## src/rtl/id_stage_reg_if.sv

```systemverilog
// ID/EX pipeline register bundle: ID-side inputs, EX-side outputs and stage controls.
interface id_stage_reg_if #(
  parameter int DATA_W     = 32,
  parameter int REG_ADDR_W = 4
);
  logic                  flush;
  logic                  freeze;
  logic                  validIn;
  logic [8:0]            controlIn;
  logic [DATA_W-1:0]     pcIn;
  logic [DATA_W-1:0]     valRnIn;
  logic [DATA_W-1:0]     valRmIn;
  logic                  immIn;
  logic [11:0]           shiftOperandIn;
  logic [23:0]           signedImm24In;
  logic [REG_ADDR_W-1:0] destIn;
  logic [REG_ADDR_W-1:0] src1In;
  logic [REG_ADDR_W-1:0] src2In;
  logic                  carryIn;

  logic                  validOut;
  logic [3:0]            exeCmdOut;
  logic                  memReadEnOut;
  logic                  memWriteEnOut;
  logic                  writeBackEnOut;
  logic                  bOut;
  logic                  sOut;
  logic [DATA_W-1:0]     pcOut;
  logic [DATA_W-1:0]     valRnOut;
  logic [DATA_W-1:0]     valRmOut;
  logic                  immOut;
  logic [11:0]           shiftOperandOut;
  logic [23:0]           signedImm24Out;
  logic [REG_ADDR_W-1:0] destOut;
  logic [REG_ADDR_W-1:0] src1Out;
  logic [REG_ADDR_W-1:0] src2Out;
  logic                  carryOut;

  // ID stage / hazard unit side
  modport master (
    output flush, freeze, validIn, controlIn, pcIn, valRnIn, valRmIn, immIn,
           shiftOperandIn, signedImm24In, destIn, src1In, src2In, carryIn,
    input  validOut, exeCmdOut, memReadEnOut, memWriteEnOut, writeBackEnOut,
           bOut, sOut, pcOut, valRnOut, valRmOut, immOut, shiftOperandOut,
           signedImm24Out, destOut, src1Out, src2Out, carryOut
  );

  // Pipeline register side
  modport slave (
    input  flush, freeze, validIn, controlIn, pcIn, valRnIn, valRmIn, immIn,
           shiftOperandIn, signedImm24In, destIn, src1In, src2In, carryIn,
    output validOut, exeCmdOut, memReadEnOut, memWriteEnOut, writeBackEnOut,
           bOut, sOut, pcOut, valRnOut, valRmOut, immOut, shiftOperandOut,
           signedImm24Out, destOut, src1Out, src2Out, carryOut
  );
endinterface

```

## src/rtl/id_stage_reg.sv

```systemverilog
// ID/EX pipeline register: captures decoded control, operands and tags for EX.
// Priority per edge: rst > flush > freeze > load. Outputs come straight from flops.
module id_stage_reg #(
  parameter int DATA_W     = 32,
  parameter int REG_ADDR_W = 4
) (
  input logic          clk,
  input logic          rst,
  id_stage_reg_if.slave bus
);

  logic                  validQ;
  logic [8:0]            controlQ;
  logic [DATA_W-1:0]     pcQ;
  logic [DATA_W-1:0]     valRnQ;
  logic [DATA_W-1:0]     valRmQ;
  logic                  immQ;
  logic [11:0]           shiftOperandQ;
  logic [23:0]           signedImm24Q;
  logic [REG_ADDR_W-1:0] destQ;
  logic [REG_ADDR_W-1:0] src1Q;
  logic [REG_ADDR_W-1:0] src2Q;
  logic                  carryQ;

  // Register update: reset/flush load a bubble, freeze holds, otherwise capture ID.
  always_ff @(posedge clk or posedge rst) begin
    if (rst) begin
      validQ        <= 1'b0;
      controlQ      <= '0;
      pcQ           <= '0;
      valRnQ        <= '0;
      valRmQ        <= '0;
      immQ          <= 1'b0;
      shiftOperandQ <= '0;
      signedImm24Q  <= '0;
      destQ         <= '0;
      src1Q         <= '0;
      src2Q         <= '0;
      carryQ        <= 1'b0;
    end else if (bus.flush) begin
      // Flush wins over freeze so a taken-branch bubble is never lost to a stall.
      validQ        <= 1'b0;
      controlQ      <= '0;
      pcQ           <= '0;
      valRnQ        <= '0;
      valRmQ        <= '0;
      immQ          <= 1'b0;
      shiftOperandQ <= '0;
      signedImm24Q  <= '0;
      destQ         <= '0;
      src1Q         <= '0;
      src2Q         <= '0;
      carryQ        <= 1'b0;
    end else if (!bus.freeze) begin
      validQ        <= bus.validIn;
      controlQ      <= bus.controlIn;
      pcQ           <= bus.pcIn;
      valRnQ        <= bus.valRnIn;
      valRmQ        <= bus.valRmIn;
      immQ          <= bus.immIn;
      shiftOperandQ <= bus.shiftOperandIn;
      signedImm24Q  <= bus.signedImm24In;
      destQ         <= bus.destIn;
      src1Q         <= bus.src1In;
      src2Q         <= bus.src2In;
      carryQ        <= bus.carryIn;
    end
  end

  // Control word fields are passed bit-exact; ID already zeroes them for bubbles.
  assign bus.validOut        = validQ;
  assign bus.exeCmdOut       = controlQ[8:5];
  assign bus.memReadEnOut    = controlQ[4];
  assign bus.memWriteEnOut   = controlQ[3];
  assign bus.writeBackEnOut  = controlQ[2];
  assign bus.bOut            = controlQ[1];
  assign bus.sOut            = controlQ[0];
  assign bus.pcOut           = pcQ;
  assign bus.valRnOut        = valRnQ;
  assign bus.valRmOut        = valRmQ;
  assign bus.immOut          = immQ;
  assign bus.shiftOperandOut = shiftOperandQ;
  assign bus.signedImm24Out  = signedImm24Q;
  assign bus.destOut         = destQ;
  assign bus.src1Out         = src1Q;
  assign bus.src2Out         = src2Q;
  assign bus.carryOut        = carryQ;

endmodule

```

## src/flat_wrapper.sv

```systemverilog
// flat-port wrapper written by rule: the top's interface ports become plain ports
module id_stage_reg_flat 
#(
  parameter int DATA_W     = 32,
  parameter int REG_ADDR_W = 4
)
  (clk, rst, bus_flush, bus_freeze, bus_validIn, bus_controlIn, bus_pcIn, bus_valRnIn, bus_valRmIn, bus_immIn, bus_shiftOperandIn, bus_signedImm24In, bus_destIn, bus_src1In, bus_src2In, bus_carryIn, bus_validOut, bus_exeCmdOut, bus_memReadEnOut, bus_memWriteEnOut, bus_writeBackEnOut, bus_bOut, bus_sOut, bus_pcOut, bus_valRnOut, bus_valRmOut, bus_immOut, bus_shiftOperandOut, bus_signedImm24Out, bus_destOut, bus_src1Out, bus_src2Out, bus_carryOut);
  id_stage_reg_if #(.DATA_W(DATA_W), .REG_ADDR_W(REG_ADDR_W)) bus_i ();
  input logic clk;
  input logic rst;
  input wire logic [$bits(bus_i.flush)-1:0] bus_flush;
  input wire logic [$bits(bus_i.freeze)-1:0] bus_freeze;
  input wire logic [$bits(bus_i.validIn)-1:0] bus_validIn;
  input wire logic [$bits(bus_i.controlIn)-1:0] bus_controlIn;
  input wire logic [$bits(bus_i.pcIn)-1:0] bus_pcIn;
  input wire logic [$bits(bus_i.valRnIn)-1:0] bus_valRnIn;
  input wire logic [$bits(bus_i.valRmIn)-1:0] bus_valRmIn;
  input wire logic [$bits(bus_i.immIn)-1:0] bus_immIn;
  input wire logic [$bits(bus_i.shiftOperandIn)-1:0] bus_shiftOperandIn;
  input wire logic [$bits(bus_i.signedImm24In)-1:0] bus_signedImm24In;
  input wire logic [$bits(bus_i.destIn)-1:0] bus_destIn;
  input wire logic [$bits(bus_i.src1In)-1:0] bus_src1In;
  input wire logic [$bits(bus_i.src2In)-1:0] bus_src2In;
  input wire logic [$bits(bus_i.carryIn)-1:0] bus_carryIn;
  output wire logic [$bits(bus_i.validOut)-1:0] bus_validOut;
  output wire logic [$bits(bus_i.exeCmdOut)-1:0] bus_exeCmdOut;
  output wire logic [$bits(bus_i.memReadEnOut)-1:0] bus_memReadEnOut;
  output wire logic [$bits(bus_i.memWriteEnOut)-1:0] bus_memWriteEnOut;
  output wire logic [$bits(bus_i.writeBackEnOut)-1:0] bus_writeBackEnOut;
  output wire logic [$bits(bus_i.bOut)-1:0] bus_bOut;
  output wire logic [$bits(bus_i.sOut)-1:0] bus_sOut;
  output wire logic [$bits(bus_i.pcOut)-1:0] bus_pcOut;
  output wire logic [$bits(bus_i.valRnOut)-1:0] bus_valRnOut;
  output wire logic [$bits(bus_i.valRmOut)-1:0] bus_valRmOut;
  output wire logic [$bits(bus_i.immOut)-1:0] bus_immOut;
  output wire logic [$bits(bus_i.shiftOperandOut)-1:0] bus_shiftOperandOut;
  output wire logic [$bits(bus_i.signedImm24Out)-1:0] bus_signedImm24Out;
  output wire logic [$bits(bus_i.destOut)-1:0] bus_destOut;
  output wire logic [$bits(bus_i.src1Out)-1:0] bus_src1Out;
  output wire logic [$bits(bus_i.src2Out)-1:0] bus_src2Out;
  output wire logic [$bits(bus_i.carryOut)-1:0] bus_carryOut;
  assign bus_i.flush = bus_flush;
  assign bus_i.freeze = bus_freeze;
  assign bus_i.validIn = bus_validIn;
  assign bus_i.controlIn = bus_controlIn;
  assign bus_i.pcIn = bus_pcIn;
  assign bus_i.valRnIn = bus_valRnIn;
  assign bus_i.valRmIn = bus_valRmIn;
  assign bus_i.immIn = bus_immIn;
  assign bus_i.shiftOperandIn = bus_shiftOperandIn;
  assign bus_i.signedImm24In = bus_signedImm24In;
  assign bus_i.destIn = bus_destIn;
  assign bus_i.src1In = bus_src1In;
  assign bus_i.src2In = bus_src2In;
  assign bus_i.carryIn = bus_carryIn;
  assign bus_validOut = bus_i.validOut;
  assign bus_exeCmdOut = bus_i.exeCmdOut;
  assign bus_memReadEnOut = bus_i.memReadEnOut;
  assign bus_memWriteEnOut = bus_i.memWriteEnOut;
  assign bus_writeBackEnOut = bus_i.writeBackEnOut;
  assign bus_bOut = bus_i.bOut;
  assign bus_sOut = bus_i.sOut;
  assign bus_pcOut = bus_i.pcOut;
  assign bus_valRnOut = bus_i.valRnOut;
  assign bus_valRmOut = bus_i.valRmOut;
  assign bus_immOut = bus_i.immOut;
  assign bus_shiftOperandOut = bus_i.shiftOperandOut;
  assign bus_signedImm24Out = bus_i.signedImm24Out;
  assign bus_destOut = bus_i.destOut;
  assign bus_src1Out = bus_i.src1Out;
  assign bus_src2Out = bus_i.src2Out;
  assign bus_carryOut = bus_i.carryOut;
  id_stage_reg #(.DATA_W(DATA_W), .REG_ADDR_W(REG_ADDR_W)) u_core (.clk(clk), .rst(rst), .bus(bus_i));
endmodule
```

## config.mk

```make
export PLATFORM = sky130hd
export DESIGN_NAME = id_stage_reg_flat
export DESIGN_NICKNAME = d
export VERILOG_FILES = /design/src/rtl/id_stage_reg_if.sv /design/src/rtl/id_stage_reg.sv /design/src/flat_wrapper.sv
export SDC_FILE = /design/constraint.sdc
export NUM_CORES = 1
export LEC_CHECK = 0
export CAP_MARGIN = 10
export CORE_ASPECT_RATIO = 0.7
export CORE_MARGIN = 1.5
export CORE_UTILIZATION = 44
export DETAILED_ROUTE_END_ITERATION = 8
export PLACE_DENSITY = 0.95
export SLEW_MARGIN = 20
export SYNTH_ARGS = -nofsm -noshare
export SYNTH_HDL_FRONTEND = slang
export SYNTH_SLANG_ARGS = --single-unit
```

## constraint.sdc

```tcl
create_clock -name clk -period 15.94 [get_ports clk]
set_input_delay 3.188 -clock clk [delete_from_list [all_inputs] [get_ports clk]]
set_output_delay 3.188 -clock clk [all_outputs]
set_load 0.005 [all_outputs]
```

======== Word level (Yosys, flattened, before mapping) ========
Index checks and enable logic that the tools add are counted.
storage, ports and cells
  flip-flop bits (word level) ............. 156
  output and inout bits ................... 156
  input port bits ......................... 160
operators by class
  muxes and demuxes ....................... 24
  equality and inequality tests ........... 1
operator list
  operator                                      count
  32-bit two-way mux                            6
  24-bit two-way mux                            2
  12-bit two-way mux                            2
  4-bit two-way mux                             6
  9-bit two-way mux                             2
  1-bit two-way mux                             6
  2-bit inequality test, second input constant  1

======== Longest topological paths before layout ========
  depth in word-level cells ............... 2
  mapped depth ............................ 5

======== Worst setup path before layout ========
OpenSTA, ideal clock, no wires.
  path type ............................... input -> register
  start point ............................. input port bus_freeze
  end point ............................... register u_core.carryQ (netlist: u_core.bus.carryOut)
  cell stages on the path ................. 5
  data arrival time ....................... 3.827 ns
  setup time .............................. 0.132 ns
  required time ........................... 15.808 ns
  path buffers ............................ 3
  setup slack ............................. 11.982 ns
  cell sequence ........................... buf_4 buf_12 buf_12 mux2i_1 nor2_1
on the way
  word-level cells in the longest chain between the ends .. 1
ends and longest elaborated chain
  item                             RTL line            source
  start: declaration               flat_wrapper.sv:12  input wire logic [$bits(bus_i.freeze)-1:0] bus_freeze;
  2-bit inequality test (no line)  n/a
  end signal: assignment           id_stage_reg.sv:66  carryQ <= bus.carryIn;
  end: declaration                 id_stage_reg.sv:23  logic carryQ;
Every way passes these cells.
A chain may end at the register's enable or synchronous reset.

======== Worst setup path after layout ========
  start point ............................. input port bus_freeze
  end point ............................... register u_core.signedImm24Q[11] (netlist: u_core.bus.signedImm24Out[11])
on the way
  word-level cells in the longest chain between the ends .. 1
ends and longest elaborated chain
  item                             RTL line            source
  2-bit inequality test (no line)  n/a
  end signal: assignment           id_stage_reg.sv:62  signedImm24Q <= bus.signedImm24In;
  end: declaration                 id_stage_reg.sv:19  logic [23:0] signedImm24Q;
Every way passes these cells.

==> reports/metrics.cfg <==
[setup_path]
cp_data_required_time_ps = 16200
worstPathMaxFanout = 106
start_kind = input pin
arrival_ps = 5310
critical_path_class = in2reg
crit_path_end_kind = flop

[detailed_routing]
avgRoutedWirePerCell_um = 17.2
drtIter0Drc = 259
routed_via_density = 4.85
vias = 4893
dr.pass1.iters = 5
drt_wl_total_um = 17300
drc_errors = 0
ant_nets = 0

[global_routing]
antenna_found_initial = 0
grt_pass1_vias = 5088
grt_overflow_total = 0
grt_pass1_wl_um = 27100
use_met3_pct = 7.24
grtUsageMet2_pct = 39.1
grt_max_degree = 109
grt-busiest-layer = met2
groute.usage.overall_pct = 22.4
met1_usage_pct = 26.7

[sta]
tightest_slew_ps = 1150
timing.final.crit_share_pct = 31.7
final_hold_viol_count = 0
holdWs_ps = 519
fin_skew_ps = 0
rsz0062_at_grt = false
clock.fmax_mhz = 198
finalSetupTns_ps = 0
slew_headroom_pct = 23.1
period_needed_ps = 5050
fin_ws_ps = 10890
slew_viol_final = 0
setup_viol = 0

[logic_synthesis]
yosys-top-cells-count = dfrtp_1 (156), mux2i_1 (156), nor2_1 (156), buf_12 (15), clkbuf_1 (12)
synth_largest_area_cell = dfrtp_1
synth_area_leaders = dfrtp_1 (60%), mux2i_1 (24%), nor2_1 (9.1%), buf_12 (4.7%), clkbuf_1 (0.70%)
netlist_area_um2 = 6450
ys_ff_latch = 156
synth_edf_count = 0
synth_top_cell_area_share_pct = 60.5
syn_inst = 504
synthDistinctLibCells = 9
synth-warning-count = 0
async_flop_share_pct = 100
synth.avg_cell_area_um2 = 12.8
ys.flop_type = dfrtp_1
seq_area_frac_synth_pct = 60.5
syn_nets = 664

[place]
gp_congestion = 0.754
pre_cts_ws_ps = 10540
postPlaceCellArea_um2 = 9470
dp_hpwl_um = 12000
portBuffers = 315

[floorplanning]
start_util_pct = 45.8
rows = 36
fp.dieW_um = 148
io_pins = 316
die_area_um2 = 15400
coreArea_um2 = 14100
die_h_um = 104

[clock_tree]
htree_levels = 4
ctsResizeCount = 0
cts_hold_buf = 0
clk_latency_ps = 390
cts_buffer_depth = 2
cts_setup_buffers = 0
numCtsBuffers = 17
clk_pin_slew_ps = 60
clockRootBuffer = clkbuf_16
numClockSinks = 156
cts_tree = done

[layout]
area_growth_pct = 57.2
insertedDiodeCount = 0
design_area_um2 = 10100
fin_nets = 967
drive_gt1_share_pct = 4.40

[worst_hold_path]
hold_class = reg2reg

[power_and_ir_drop]
p_leak_uw = 0.00480
total_power_uw = 1030
vdd_drop_max_mv = 0.0770
powerDensity_nw_per_um2 = 101

[status]
status = finished, final reports clean

[job]
max_cap_violations = 0

worst paths after layout:
kind,start,to,slack [ps],depth (start not counted)
max,bus_freeze,u_core.bus.signedImm24Out[11],10890,4
min,u_core.bus.signedImm24Out[6],u_core.bus.signedImm24Out[6],520,2
max reg2reg,u_core.controlQ[8],u_core.controlQ[8],15140,2
min reg2reg,u_core.bus.signedImm24Out[6],u_core.bus.signedImm24Out[6],520,2
max in group asynchronous,rst,u_core.bus.signedImm24Out[9],11500,4
min in group asynchronous,rst,u_core.bus.valRmOut[27],3260,2
layout by cell type, fill, tap and decap left out:
cell and instances:
clkinvlp_4 1, buf_16 1, nor2_1 156, bufinv_16 5
dfrtp_1 156, clkbuf_8 1, clkbuf_1 1, clkbuf_16 17
clkinv_4 2, buf_6 1, inv_6 5, clkdlybuf4s50_1 313
buf_4 3, mux2i_1 156
flip-flops by register name (all words and copies together), names as in the netlist:
register,cells
u_core.controlQ,9
u_core.bus.immOut,1
u_core.bus.valRmOut,32
u_core.bus.shiftOperandOut,12
u_core.bus.signedImm24Out,24
u_core.bus.destOut,4
u_core.bus.pcOut,32
u_core.bus.src2Out,4
u_core.bus.src1Out,4
u_core.bus.carryOut,1
u_core.bus.valRnOut,32
u_core.bus.validOut,1
routing by layer:
layer,part of all wire (%),vias to the layer above
met5,0,-
met4,1.2,0
li1,-,2271
met2,51,178
met3,7.3,14
met1,41,2430
power by group:
part,leakage (uW),internal [uW],switching [uW]
sequential,0.00207,418,12.5
combinational,0.00243,95.5,57.3
clock,0.000308,279,164
total,0.00480,793,234
logic make-up after synthesis:
| kind of cell | synth area share [%] |
|---|---|
| AND/OR/NAND/NOR | 9.07 |
| buffers and inverters | 6.26 |
| multiplexers | 24.2 |
| flip-flops | 60.5 |
metrics by stage:
stage,utilization [%],instances
floorplan,-,504
global placement,67.2,977
detailed placement,67.2,977
CTS,71.7,1007
global route,72.0,1008
finish,72.0,1008
area by class of cell:
class | instances | area [um^2]
repair buffers | 319 | 3210
clock inverters | 12 | 210
flip-flops and latches | 156 | 3900
clock buffers | 18 | 429
well taps | 190 | 238
inverters | 1 | 8.76
multi-input cells | 312 | 2150
fillers | 954 | 3950
critical path, cell delays in order:
cell and delay [ps]:
clkbuf_8 710, buf_4 800, mux2i_1 270, nor2_1 70
Note: power is estimated with default switching activity, not from simulation.
